**src/rtl/mem_bus_arbiter.sv**
```systemverilog
// Two-master round-robin arbiter in front of a single-port synchronous-read BRAM.
// Each access takes IDLE -> ISSUE -> RESP; out-of-range addresses are trapped, never aliased.
module mem_bus_arbiter #(
    parameter int          MEM_WORDS = 256,
    parameter logic [31:0] ERR_RDATA = 32'hDEAD_BEEF,
    localparam int         W         = $clog2(MEM_WORDS)
) (
    input  logic          clk,
    input  logic          reset,

    input  logic          m0_valid,
    input  logic [31:0]   m0_addr,
    input  logic [31:0]   m0_wdata,
    input  logic [3:0]    m0_wstrb,
    output logic          m0_ready,
    output logic [31:0]   m0_rdata,

    input  logic          m1_valid,
    input  logic [31:0]   m1_addr,
    input  logic [31:0]   m1_wdata,
    input  logic [3:0]    m1_wstrb,
    output logic          m1_ready,
    output logic [31:0]   m1_rdata,

    output logic          s_en,
    output logic [3:0]    s_we,
    output logic [W-1:0]  s_addr,
    output logic [31:0]   s_wdata,
    input  logic [31:0]   s_rdata,

    output logic [1:0]    grant,
    output logic          err,
    output logic [31:0]   err_addr
);

    localparam logic [1:0]  ST_IDLE  = 2'd0;
    localparam logic [1:0]  ST_ISSUE = 2'd1;
    localparam logic [1:0]  ST_RESP  = 2'd2;
    localparam logic [29:0] WORD_LIMIT = 30'(MEM_WORDS);

    logic [1:0]  state_q, state_d;
    logic [1:0]  grant_q, grant_d;
    logic        last_grant_q, last_grant_d;
    logic        in_range_q, in_range_d;
    logic        m0_ready_q, m0_ready_d;
    logic        m1_ready_q, m1_ready_d;
    logic        err_q, err_d;
    logic [31:0] err_addr_q, err_addr_d;

    logic        pick_m1;
    logic [31:0] req_addr;
    logic [31:0] sel_addr;
    logic [31:0] sel_wdata;
    logic [3:0]  sel_wstrb;
    logic        issue_active;
    logic [31:0] resp_data;

    // last_grant_q set means m1 was served last, so m0 wins the next tie
    always_comb begin
        pick_m1  = m1_valid && (!m0_valid || !last_grant_q);
        req_addr = pick_m1 ? m1_addr : m0_addr;
    end

    always_comb begin
        sel_addr  = grant_q[1] ? m1_addr  : m0_addr;
        sel_wdata = grant_q[1] ? m1_wdata : m0_wdata;
        sel_wstrb = grant_q[1] ? m1_wstrb : m0_wstrb;
    end

    always_comb begin
        state_d      = state_q;
        grant_d      = grant_q;
        last_grant_d = last_grant_q;
        in_range_d   = in_range_q;
        m0_ready_d   = 1'b0;
        m1_ready_d   = 1'b0;
        err_d        = err_q;
        err_addr_d   = err_addr_q;

        case (state_q)
            ST_IDLE: begin
                if (m0_valid || m1_valid) begin
                    grant_d    = pick_m1 ? 2'b10 : 2'b01;
                    in_range_d = (req_addr[31:2] < WORD_LIMIT);
                    state_d    = ST_ISSUE;
                end
            end
            ST_ISSUE: begin
                if (!in_range_q && !err_q) begin
                    err_d      = 1'b1;
                    err_addr_d = sel_addr;
                end
                m0_ready_d = grant_q[0];
                m1_ready_d = grant_q[1];
                state_d    = ST_RESP;
            end
            ST_RESP: begin
                last_grant_d = grant_q[1];
                grant_d      = 2'b00;
                state_d      = ST_IDLE;
            end
            default: begin
                grant_d = 2'b00;
                state_d = ST_IDLE;
            end
        endcase
    end

    always_ff @(posedge clk) begin
        if (reset) begin
            state_q      <= ST_IDLE;
            grant_q      <= 2'b00;
            last_grant_q <= 1'b1;
            in_range_q   <= 1'b0;
            m0_ready_q   <= 1'b0;
            m1_ready_q   <= 1'b0;
            err_q        <= 1'b0;
            err_addr_q   <= 32'd0;
        end else begin
            state_q      <= state_d;
            grant_q      <= grant_d;
            last_grant_q <= last_grant_d;
            in_range_q   <= in_range_d;
            m0_ready_q   <= m0_ready_d;
            m1_ready_q   <= m1_ready_d;
            err_q        <= err_d;
            err_addr_q   <= err_addr_d;
        end
    end

    // Gating with reset keeps an aborted ISSUE cycle from clocking a write into the BRAM
    always_comb begin
        issue_active = (state_q == ST_ISSUE) && !reset;
        s_en         = issue_active && in_range_q;
        s_we         = (issue_active && in_range_q) ? sel_wstrb : 4'b0000;
        s_addr       = sel_addr[W+1:2];
        s_wdata      = sel_wdata;
    end

    // BRAM data only arrives in the RESP cycle, so read data is steered rather than registered
    always_comb begin
        if (sel_wstrb != 4'b0000) begin
            resp_data = 32'd0;
        end else if (in_range_q) begin
            resp_data = s_rdata;
        end else begin
            resp_data = ERR_RDATA;
        end
        m0_rdata = m0_ready_q ? resp_data : 32'd0;
        m1_rdata = m1_ready_q ? resp_data : 32'd0;
    end

    assign m0_ready = m0_ready_q;
    assign m1_ready = m1_ready_q;
    assign grant    = grant_q;
    assign err      = err_q;
    assign err_addr = err_addr_q;

endmodule

```
**config.mk**
```make
export PLATFORM = sky130hd
export DESIGN_NAME = mem_bus_arbiter
export DESIGN_NICKNAME = d
export VERILOG_FILES = /design/src/rtl/mem_bus_arbiter.sv
export SDC_FILE = /design/constraint.sdc
export NUM_CORES = 1
export LEC_CHECK = 0
export CAP_MARGIN = 40
export CELL_PAD_IN_SITES_DETAIL_PLACEMENT = 1
export CELL_PAD_IN_SITES_GLOBAL_PLACEMENT = 2
export CORE_MARGIN = 8
export CORE_UTILIZATION = 14
export CTS_CLUSTER_SIZE = 14
export DETAILED_ROUTE_END_ITERATION = 8
export PLACE_DENSITY_LB_ADDON = 0.1
export SKIP_CTS_REPAIR_TIMING = 1
export SLEW_MARGIN = 10
export SYNTH_ARGS = -nofsm -noshare
export SYNTH_HDL_FRONTEND = slang
export SYNTH_SLANG_ARGS = --single-unit
```
**constraint.sdc**
```tcl
create_clock -name clk -period 3 [get_ports clk]
set_input_delay 0.45 -clock clk [delete_from_list [all_inputs] [get_ports clk]]
set_output_delay 0.45 -clock clk [all_outputs]
set_load 0.005 [all_outputs]
```
==> results.yml <==
run_status:
  status: "completed"
synth:
  synth_fp_nets: 527
  syn_avg_cell_area_sq_um: 8.135
  synth_flop_cell: "dfxtp_1"
  netlist_instances: 355
  synth_top_cell_by_area: "dfxtp_1"
  synth_cell_types: 29
  ys_top_cells_by_area: "dfxtp_1, mux2_2, nor2_1"
  synthesis.area_sq_mm: 0.002888
  ys_seq_elements: 41
  synth_edf_count: 0
  netlist.area_leader.share_pct: 28.42
  async_flop_share_pct: 0
  ys_warn_count: 0
  synth_seq_area_share_pct: 28.42
die:
  die_w_microns: 159.6
  start_util_pct: 14.27
  io_pins: 318
  core_area_sq_mm: 0.02023
  rows: 52
  chipHeight_microns: 159.6
  fp.dieArea_sq_mm: 0.02548
routing:
  dr.pass1.iters: 4
  ant_nets: 0
  vias: 3707
  avgRoutedWirePerCell_microns: 19.83
  drt-initial-drc-count: 131
  drc: 0
  wl_mm: 18.26
  vias_per_cell: 4.025
cells_and_area:
  multi_input_comb_area_sq_mm: 0.001837
  insertedDiodeCount: 0
  nFillCells: 2357
  design_area_sq_mm: 0.006420
  regArea_sq_um: 824.5
  nNetsFinal: 823
  layout_commonest_cell: "clkdlybuf4s50_1"
  fin_util_pct: 31.73
  area_growth_pct: 122.3
  final_cell_mix: "clkdlybuf4s50_1, nor2_1, mux2_2, dfxtp_1, mux2i_1"
  layout-drive-gt1-share_pct: 9.217
setup_path:
  cpPeakStageDelay_ps: 570
  path_max_fanout: 32
  worst-setup-path-type: "input port to output port"
  crit_required_ps: 2550
  worst-path-stages: 7
  critPathCaptureType: "output port"
  rrSetupSlack_ps: 1400
  start_kind: "input port"
  crit_buf_inv: 3
  crit_top_cell: "clkdlybuf4s50_1"
  rr_worst_depth: 5
  slowest_stage: "clkdlybuf4s50_1"
  crit_arrival_ps: 2340
  path_cells: "clkdlybuf4s50_1, nor4_1, a22o_1, nand2_1, buf_12, nor2_1, clkdlybuf4s50_1"
  crit_family: "buffers and inverters"
place:
  place_area_sq_mm: 0.006277
  hpwl_mm: 15.33
  gp_congestion: 0.7786
  pre_cts_ws_ps: 180.7
  portBuffers: 317
timing:
  fin_setup_tns_ps: 0
  min_period_ps: 2789
  finalClockSkew_ps: 2.048
  relSlewSlack_pct: 64.04
  rsz0062_at_grt: "no"
  timing.fmax_mhz: 358.5
  finalSetupViolCount: 0
  slew_viol_final: 0
  tightest_slew_ps: 534.6
  hold_violations: 0
  finalCritPeriodShare_pct: 92.98
  setup_ws_ps: 210.5
cts:
  cts_tree: "built"
  clk_latency_ps: 280
  clock_sinks: 41
  cts_root_buffer: "clkbuf_16"
  cts.path.max_buffers: 2
  numCtsBuffers: 5
  cts_max_level: 2
  clk_pin_slew_ps: 60
global_route:
  grt_overflow_total: 0
  grt_first_pass_wirelength_mm: 26.90
  antenna_found_initial: 0
  grt_usage_pct: 13.59
  grt_start_max_net_pins: 48
  grt_pass1_vias: 3936
power_and_ir_drop:
  cellLeakagePower_nw: 2.254
  p_per_area_mw_per_mm2: 292.6
  peakVddDrop_mv: 0.1940
min_path:
  holdPathStages: 2
  worstHoldPathType: "flip-flop to flip-flop"
flow_run:
  maxCapViolCount: 0
==> logic make-up (layout without fill, tap and decap cells) <==
group | after synthesis | in the layout | synth area share, %
flip-flops | 41 | 41 | 28.42
multiplexers | 76 | 76 | 28.08
AO/OA/AOI/OAI | 31 | 31 | 8.362
AND/OR/NAND/NOR | 169 | 169 | 26.95
buffers and inverters | 38 | 334 | 8.189
==> sequential cells by signal, indices dropped and copies added (netlist names) <==
signal	count
err_addr	32
last_grant_q	1
err	1
m1_ready	1
grant	2
state_q	2
in_range_q	1
m0_ready	1
==> cells in the mapped netlist (2+ instances only) <==
| library cell | n |
|---|---|
| nand2_1 | 11 |
| nand4_1 | 2 |
| buf_4 | 12 |
| nor3_2 | 2 |
| mux2i_1 | 36 |
| nor4_1 | 8 |
| inv_1 | 2 |
| buf_2 | 13 |
| nor2b_1 | 27 |
| nor2_1 | 108 |
| or4_1 | 2 |
| dfxtp_1 | 41 |
| a211oi_1 | 24 |
| buf_6 | 3 |
| nor3_1 | 5 |
| mux2_2 | 40 |
| clkbuf_1 | 7 |
==> power by group <==
part | internal (W) | switching (W)
clock | 0.000327 | 0.000221
sequential | 0.000593 | 0.0000280
combinational | 0.000459 | 0.000250
==> final timing paths <==
path / startpoint / end
worst max-delay path: m1_wstrb[2] / m1_rdata[27]
worst min-delay path: grant[0] / m0_ready
worst min register to register: grant[0] / m0_ready
worst max register to register: in_range_q / err_addr[27]
==> per-layer routing <==
| metal | wire (microns) | up-vias | track usage [%] |
|---|---|---|---|
| met4 | 142 | 0 | 1.930 |
| met1 | 7019 | 1712 | 14.37 |
| met2 | 9585 | 180 | 25.74 |
| met3 | 1514 | 7 | 4.910 |
| met5 | 0 | - | 0 |
| li1 | - | 1808 | - |
==> worst min-delay path: cells and delay by family, from the launching register on <==
kind / cells / cell delay (ps)
buffers and inverters: 1 / 70
DFF: 1 / 310
and+or+nand+nor: 1 / 50
==> per-stage QoR <==
stage / total power [W] / cells / hold WS [ps]
floorplan: 0.0008884 / 355 / 448.5
global placement: 0.001348 / 914 / 473.5
detailed placement: 0.001356 / 914 / 477.8
CTS: 0.001929 / 921 / 485.0
global route: 0.001998 / 921 / 516.6
finish: 0.001878 / 921 / 477.2
==> layout make-up <==
class	instances	area share, %
repair buffers	325	50.95
multi-input cells	276	28.61
flip-flops and latches	41	12.84
well taps	270	5.262
clock buffers	7	2.222
inverters	2	0.1169
Power figures use the tool's default switching activity.
